--- src/rtl/blink_rate_detector.sv ---
// ---------------------------------------------------------------------------
// blink_rate_detector
//
// Measures the half-period of a slow toggling input and classifies it as
// one of four nominal blink rates (10, 5, 2, 1 Hz). It is the receive-side
// counterpart of the blink generator.
//
// Ports:
//   i_Clk     system clock
//   i_Rst     synchronous, active-high reset
//   i_Signal  toggling input, asynchronous to i_Clk
//   o_Valid   one-cycle pulse when a new measurement completes
//   o_Period  last measured half-period in clocks
//   o_Rate    0 = unknown, 1 = 10 Hz, 2 = 5 Hz, 3 = 2 Hz, 4 = 1 Hz
//   o_Locked  two consecutive measurements gave the same nonzero code
//   o_Idle    armed and waiting for the first edge
// ---------------------------------------------------------------------------
module blink_rate_detector #(
    parameter int unsigned g_COUNT_10HZ = 1250000,
    parameter int unsigned g_COUNT_5HZ  = 2500000,
    parameter int unsigned g_COUNT_2HZ  = 6250000,
    parameter int unsigned g_COUNT_1HZ  = 12500000,
    parameter int unsigned g_TOL_SHIFT  = 3,
    parameter int unsigned g_CNT_W      = 25
) (
    input  logic               i_Clk,
    input  logic               i_Rst,
    input  logic               i_Signal,
    output logic               o_Valid,
    output logic [g_CNT_W-1:0] o_Period,
    output logic [2:0]         o_Rate,
    output logic               o_Locked,
    output logic               o_Idle
);

    localparam int unsigned RATE_W = 3;

    // Nominal half-periods and their match tolerances at counter width
    localparam logic [g_CNT_W-1:0] NOM_10  = g_CNT_W'(g_COUNT_10HZ);
    localparam logic [g_CNT_W-1:0] NOM_5   = g_CNT_W'(g_COUNT_5HZ);
    localparam logic [g_CNT_W-1:0] NOM_2   = g_CNT_W'(g_COUNT_2HZ);
    localparam logic [g_CNT_W-1:0] NOM_1   = g_CNT_W'(g_COUNT_1HZ);
    localparam logic [g_CNT_W-1:0] TOL_10  = g_CNT_W'(g_COUNT_10HZ >> g_TOL_SHIFT);
    localparam logic [g_CNT_W-1:0] TOL_5   = g_CNT_W'(g_COUNT_5HZ >> g_TOL_SHIFT);
    localparam logic [g_CNT_W-1:0] TOL_2   = g_CNT_W'(g_COUNT_2HZ >> g_TOL_SHIFT);
    localparam logic [g_CNT_W-1:0] TOL_1   = g_CNT_W'(g_COUNT_1HZ >> g_TOL_SHIFT);
    localparam logic [g_CNT_W-1:0] TIMEOUT = g_CNT_W'(2 * g_COUNT_1HZ);

    localparam logic [RATE_W-1:0] RATE_NONE = RATE_W'(0);
    localparam logic [RATE_W-1:0] RATE_10HZ = RATE_W'(1);
    localparam logic [RATE_W-1:0] RATE_5HZ  = RATE_W'(2);
    localparam logic [RATE_W-1:0] RATE_2HZ  = RATE_W'(3);
    localparam logic [RATE_W-1:0] RATE_1HZ  = RATE_W'(4);

    typedef enum logic [0:0] {
        S_WAIT    = 1'b0,
        S_MEASURE = 1'b1
    } state_t;

    // Larger-minus-smaller distance; never wraps since m <= TIMEOUT
    function automatic logic in_window(input logic [g_CNT_W-1:0] m,
                                       input logic [g_CNT_W-1:0] nom,
                                       input logic [g_CNT_W-1:0] tol);
        logic [g_CNT_W-1:0] diff;
        diff = (m >= nom) ? (m - nom) : (nom - m);
        return (diff <= tol);
    endfunction

    // Fastest rate wins where windows overlap
    function automatic logic [RATE_W-1:0] classify(input logic [g_CNT_W-1:0] m);
        logic [RATE_W-1:0] code;
        code = RATE_NONE;
        if (in_window(m, NOM_10, TOL_10)) begin
            code = RATE_10HZ;
        end else if (in_window(m, NOM_5, TOL_5)) begin
            code = RATE_5HZ;
        end else if (in_window(m, NOM_2, TOL_2)) begin
            code = RATE_2HZ;
        end else if (in_window(m, NOM_1, TOL_1)) begin
            code = RATE_1HZ;
        end
        return code;
    endfunction

    logic                s1_q,     s1_d;
    logic                s2_q,     s2_d;
    logic                prev_q,   prev_d;
    state_t              state_q,  state_d;
    logic [g_CNT_W-1:0]  cnt_q,    cnt_d;
    logic                valid_q,  valid_d;
    logic [g_CNT_W-1:0]  period_q, period_d;
    logic [RATE_W-1:0]   rate_q,   rate_d;
    logic                locked_q, locked_d;
    logic                idle_q,   idle_d;

    logic                edge_c;
    logic [RATE_W-1:0]   code_c;

    // Next-state and output logic
    always_comb begin
        s1_d     = i_Signal;
        s2_d     = s1_q;
        prev_d   = s2_q;
        state_d  = state_q;
        cnt_d    = cnt_q;
        valid_d  = 1'b0;
        period_d = period_q;
        rate_d   = rate_q;
        locked_d = locked_q;
        idle_d   = idle_q;

        edge_c   = s2_q ^ prev_q;
        code_c   = classify(cnt_q);

        case (state_q)
            S_WAIT: begin
                // First edge only arms the measurement
                if (edge_c) begin
                    cnt_d   = g_CNT_W'(1);
                    state_d = S_MEASURE;
                    idle_d  = 1'b0;
                end
            end
            S_MEASURE: begin
                // An edge takes priority over a coincident timeout
                if (edge_c) begin
                    valid_d  = 1'b1;
                    period_d = cnt_q;
                    rate_d   = code_c;
                    locked_d = (code_c != RATE_NONE) && (code_c == rate_q);
                    cnt_d    = g_CNT_W'(1);
                end else if (cnt_q == TIMEOUT) begin
                    state_d  = S_WAIT;
                    cnt_d    = '0;
                    rate_d   = RATE_NONE;
                    locked_d = 1'b0;
                    idle_d   = 1'b1;
                end else begin
                    cnt_d    = cnt_q + g_CNT_W'(1);
                end
            end
            default: begin
                state_d = S_WAIT;
            end
        endcase
    end

    // State and output registers
    always_ff @(posedge i_Clk) begin
        if (i_Rst) begin
            s1_q     <= 1'b0;
            s2_q     <= 1'b0;
            prev_q   <= 1'b0;
            state_q  <= S_WAIT;
            cnt_q    <= '0;
            valid_q  <= 1'b0;
            period_q <= '0;
            rate_q   <= RATE_NONE;
            locked_q <= 1'b0;
            idle_q   <= 1'b1;
        end else begin
            s1_q     <= s1_d;
            s2_q     <= s2_d;
            prev_q   <= prev_d;
            state_q  <= state_d;
            cnt_q    <= cnt_d;
            valid_q  <= valid_d;
            period_q <= period_d;
            rate_q   <= rate_d;
            locked_q <= locked_d;
            idle_q   <= idle_d;
        end
    end

    assign o_Valid  = valid_q;
    assign o_Period = period_q;
    assign o_Rate   = rate_q;
    assign o_Locked = locked_q;
    assign o_Idle   = idle_q;

endmodule

--- config.mk ---
export PLATFORM = sky130hd
export DESIGN_NAME = blink_rate_detector
export DESIGN_NICKNAME = d
export VERILOG_FILES = /design/src/rtl/blink_rate_detector.sv
export SDC_FILE = /design/constraint.sdc
export NUM_CORES = 1
export LEC_CHECK = 0
export CAP_MARGIN = 15
export CORE_AREA = 3 3 141 143
export DETAILED_ROUTE_END_ITERATION = 12
export DIE_AREA = 0 0 144 146
export PLACE_DENSITY = 0.67
export SYNTH_ARGS = -nofsm -noshare
export SYNTH_HDL_FRONTEND = slang
export SYNTH_SLANG_ARGS = --single-unit
export TNS_END_PERCENT = 30
--- constraint.sdc ---
create_clock -name i_Clk -period 4.3 [get_ports i_Clk]
set_input_delay 0.645 -clock i_Clk [delete_from_list [all_inputs] [get_ports i_Clk]]
set_output_delay 0.645 -clock i_Clk [all_outputs]
set_load 0.1 [all_outputs]
==> summary.md <==
| Metric | Value |
|---|---|
| Outcome | finished, final reports clean |
| Final hold violation count | 0 |
| PwrDens | 167 nW/um^2 |
| Worst skew pair latency | 330 ps |
| Lkg Pwr | around 3.2 nW |
| First-pass GRT wire length | around 49000 um |
| Critical path peak fanout | 6 |
| # diodes | 0 |
| #FFs+latches synth | 60 |
| WL per Instance | 22.7 um |
| Slew margin rel. | 0.254 |
| Yosys top cell by area | dfxtp_1 |
| Synth cell types | 94 |
| Crit path DAT | 4310 ps |
| Die width | approximately 140 um |
| CP Capture Type | register |
| Syn Inst Count | 1099 |
| Synthesized area | 7400 um^2 |
| Layout Nets | 1161 |
| Chip height | approximately 150 um |
| CP Cell Sequence | inv_1 -> ha_1 -> or3b_1 -> or4_4 -> o21ai_2 -> nor3_1 -> o21a_1 -> or4b_1 -> o211a_1 -> o311ai_4 -> a22oi_2 -> mux2i_1 -> o31ai_1 |
| Syn_nets | 1114 |
| Vias | ~9400 |
| Sink Count | 60 |
| Starting Density | 0.396 |
| Syn. warnings | 0 |
| Max_cap viols | 0 |
| Actual slew at the worst max-slew pin | around 1100 ps |
| Largest cells by area after synthesis | dfxtp_1 (16%), a21oi_1 (7.4%), nand2_1 (6.5%), o21ai_0 (4.3%), nor2_1 (4.0%) |
| Buf/Inv on CP | 1 |
| Root Buffer | clkbuf_16 |
| I/O Buffers | 33 |
| DRC viols | 0 |
| Rows | 50 |
| Worst slack, placed | 239 ps |
| Vias in the first global route | 8628 |
| Top-area cell type share of the netlist area | 0.162 |
| Crit-path max cell delay | 580 ps |
| Largest net degree at the start of global routing | 62 |
| Area Growth Syn to Fin | 18.6% |
| CTS clock-pin slew for the worst setup and hold paths | approximately 50 ps |
| Drt first pass iters | 7 |
| Share of cells above drive strength 1 | 0.146 |
| Via density | 6.79 |
| CTS H-tree depth | 3 |
| Register area share after synthesis | 0.162 |
| Final WS setup | 230 ps |
| Clk_skew | 6.32 ps |
| Final setup violation count | 0 |
| Routability cong. | 1.07 |
| Remaining antenna violation count | 0 |
| Cts bufs inserted | 9 |
| CP top delay family | simple AND/OR/NAND/NOR gates |
| Tcrit/Tclk final | 0.947 |
| Post-Route WL | 31500 um |
| CP startpoint kind | register |
| All-Layer GR Usage | 0.292 |
| Ports | 34 |
| Worst VDD drop | approximately 250 uV |
| Dpl hpwl | about 24000 um |
| Pwr Total | approximately 1.5 mW |
| Final-layout fill cell count | around 1900 |
| Worst-case clock buffer depth | 2 |
| FFs w/ async S/R, synth | 0 |
| Highest Clock Rate | 246 MHz |
| HP Class | register to register |
| Commonest non-fill, non-tap cell in the layout | nand2_1 |
| Grt total ovfl | 0 |
| Most frequent cells in the layout | nand2_1 (128), a21oi_1 (110), buf_4 (109) |
| Min cycle time layout | 4070 ps |
| Setup bufs post-CTS | 0 |
| First-iteration detailed-routing DRC count | 1305 |
| Die area | 21000 um^2 |
| Post-synth EDFFs | 0 |
| Setup CP Type | register to register |
| CTS tree | built |
| Final slew viol count | 0 |
| Critical path data required time | about 4500 ps |
| Synth Flop Type | dfxtp_1 |
| Synth Area per Inst | 6.73 um^2 |
| Core area | 18700 um^2 |
| Initial antenna violation count | 0 |
| Worst path slowest cell | or4_4 |
report_power, final:
part           total, mW  leakage [nW]  internal, mW  switching, mW
registers          0.566         0.484         0.561        0.00500
clock network      0.772         0.159         0.520          0.252
logic              0.125          2.54        0.0414         0.0838
metal layers:
layer / GRT usage / share of wire / vias up
met5: 0 / 0 / -
met3: 0.0677 / 0.11 / 140
li1: - / - / 4234
met1: 0.393 / 0.40 / 4369
met4: 0.134 / 0.051 / 0
met2: 0.438 / 0.43 / 660
synthesized netlist by cell type, types with 14 or more instances:
master / instances
nand4_1: 25
o21ai_0: 64
a21oi_1: 110
clkbuf_1: 74
nand2_1: 128
dfxtp_1: 60
nand3_1: 45
a31oi_1: 21
nor2_1: 79
xnor2_1: 29
nor4_1: 14
buf_2: 16
nor3_1: 46
buf_1: 14
nor2b_1: 15
and3_1: 20
inv_1: 16
o211ai_1: 15
or3_1: 20
state kept, by name (all words and copies together) (netlist names):
signal,count
o_Valid,1
o_Idle,1
prev_d,1
prev_q,1
o_Rate,3
o_Period,25
s1_q,1
state_q,1
o_Locked,1
cnt_q,25
timing repair:
action | CTS | global route
setup endpoints to repair | 0 | 2
resized for setup | 0 | 7
hold buffers | 0 | 0
path summary, 6_finish.rpt:
path / startpoint / endpoint / slack, ps / cells after the start
worst max-delay path: cnt_q[0] / o_Locked / 230 / 13
worst min-delay path: o_Period[3] / o_Period[3] / 450 / 2
worst max register to register: cnt_q[0] / o_Locked / 230 / 13
worst min register to register: o_Period[3] / o_Period[3] / 450 / 2
worst register-to-register path, cell delays in order, from the launching register on:
cell      delay [ps]
dfxtp_1          340
inv_1            150
ha_1             180
or3b_1           450
or4_4            580
o21ai_2          290
nor3_1           120
o21a_1           190
or4b_1           560
o211a_1          280
o311ai_4         300
a22oi_2          150
mux2i_1          150
o31ai_1          230
cell families after synthesis:
logic type      share of synthesized area
fa+ha+maj                          0.0203
xor+xnor                           0.0497
buf+inv                            0.0742
mux                                0.0171
flops                               0.162
compound gates                      0.348
simple gates                        0.329
area by class of cell:
| class | count | area (um^2) | area share |
|---|---|---|---|
| clock buffers | 11 | 243 | 0.0276 |
| multi-input cells | 909 | 5670 | 0.646 |
| well taps | 234 | 293 | 0.0333 |
| clock inverters | 5 | 75.1 | 0.00855 |
| flip-flops and latches | 60 | 1200 | 0.137 |
| repair buffers | 146 | 1220 | 0.139 |
| inverters | 20 | 75.1 | 0.00855 |
per-stage QoR:
step / instances / setup TNS [ps] / cell area, um^2 / hold slack (ps) / util
2_1_floorplan: 1099 / 0 / 7400 / 414 / -
3_3_place_gp: 1369 / 0 / 8440 / 442 / 0.451
3_5_place_dp: 1369 / 0 / 8440 / 446 / 0.451
4_1_cts: 1385 / 0 / 8760 / 453 / 0.468
5_1_grt: 1385 / -15.9 / 8780 / 469 / 0.469
6_report: 1385 / 0 / 8780 / 451 / 0.469
No activity file was read; power rests on OpenSTA's default activity.
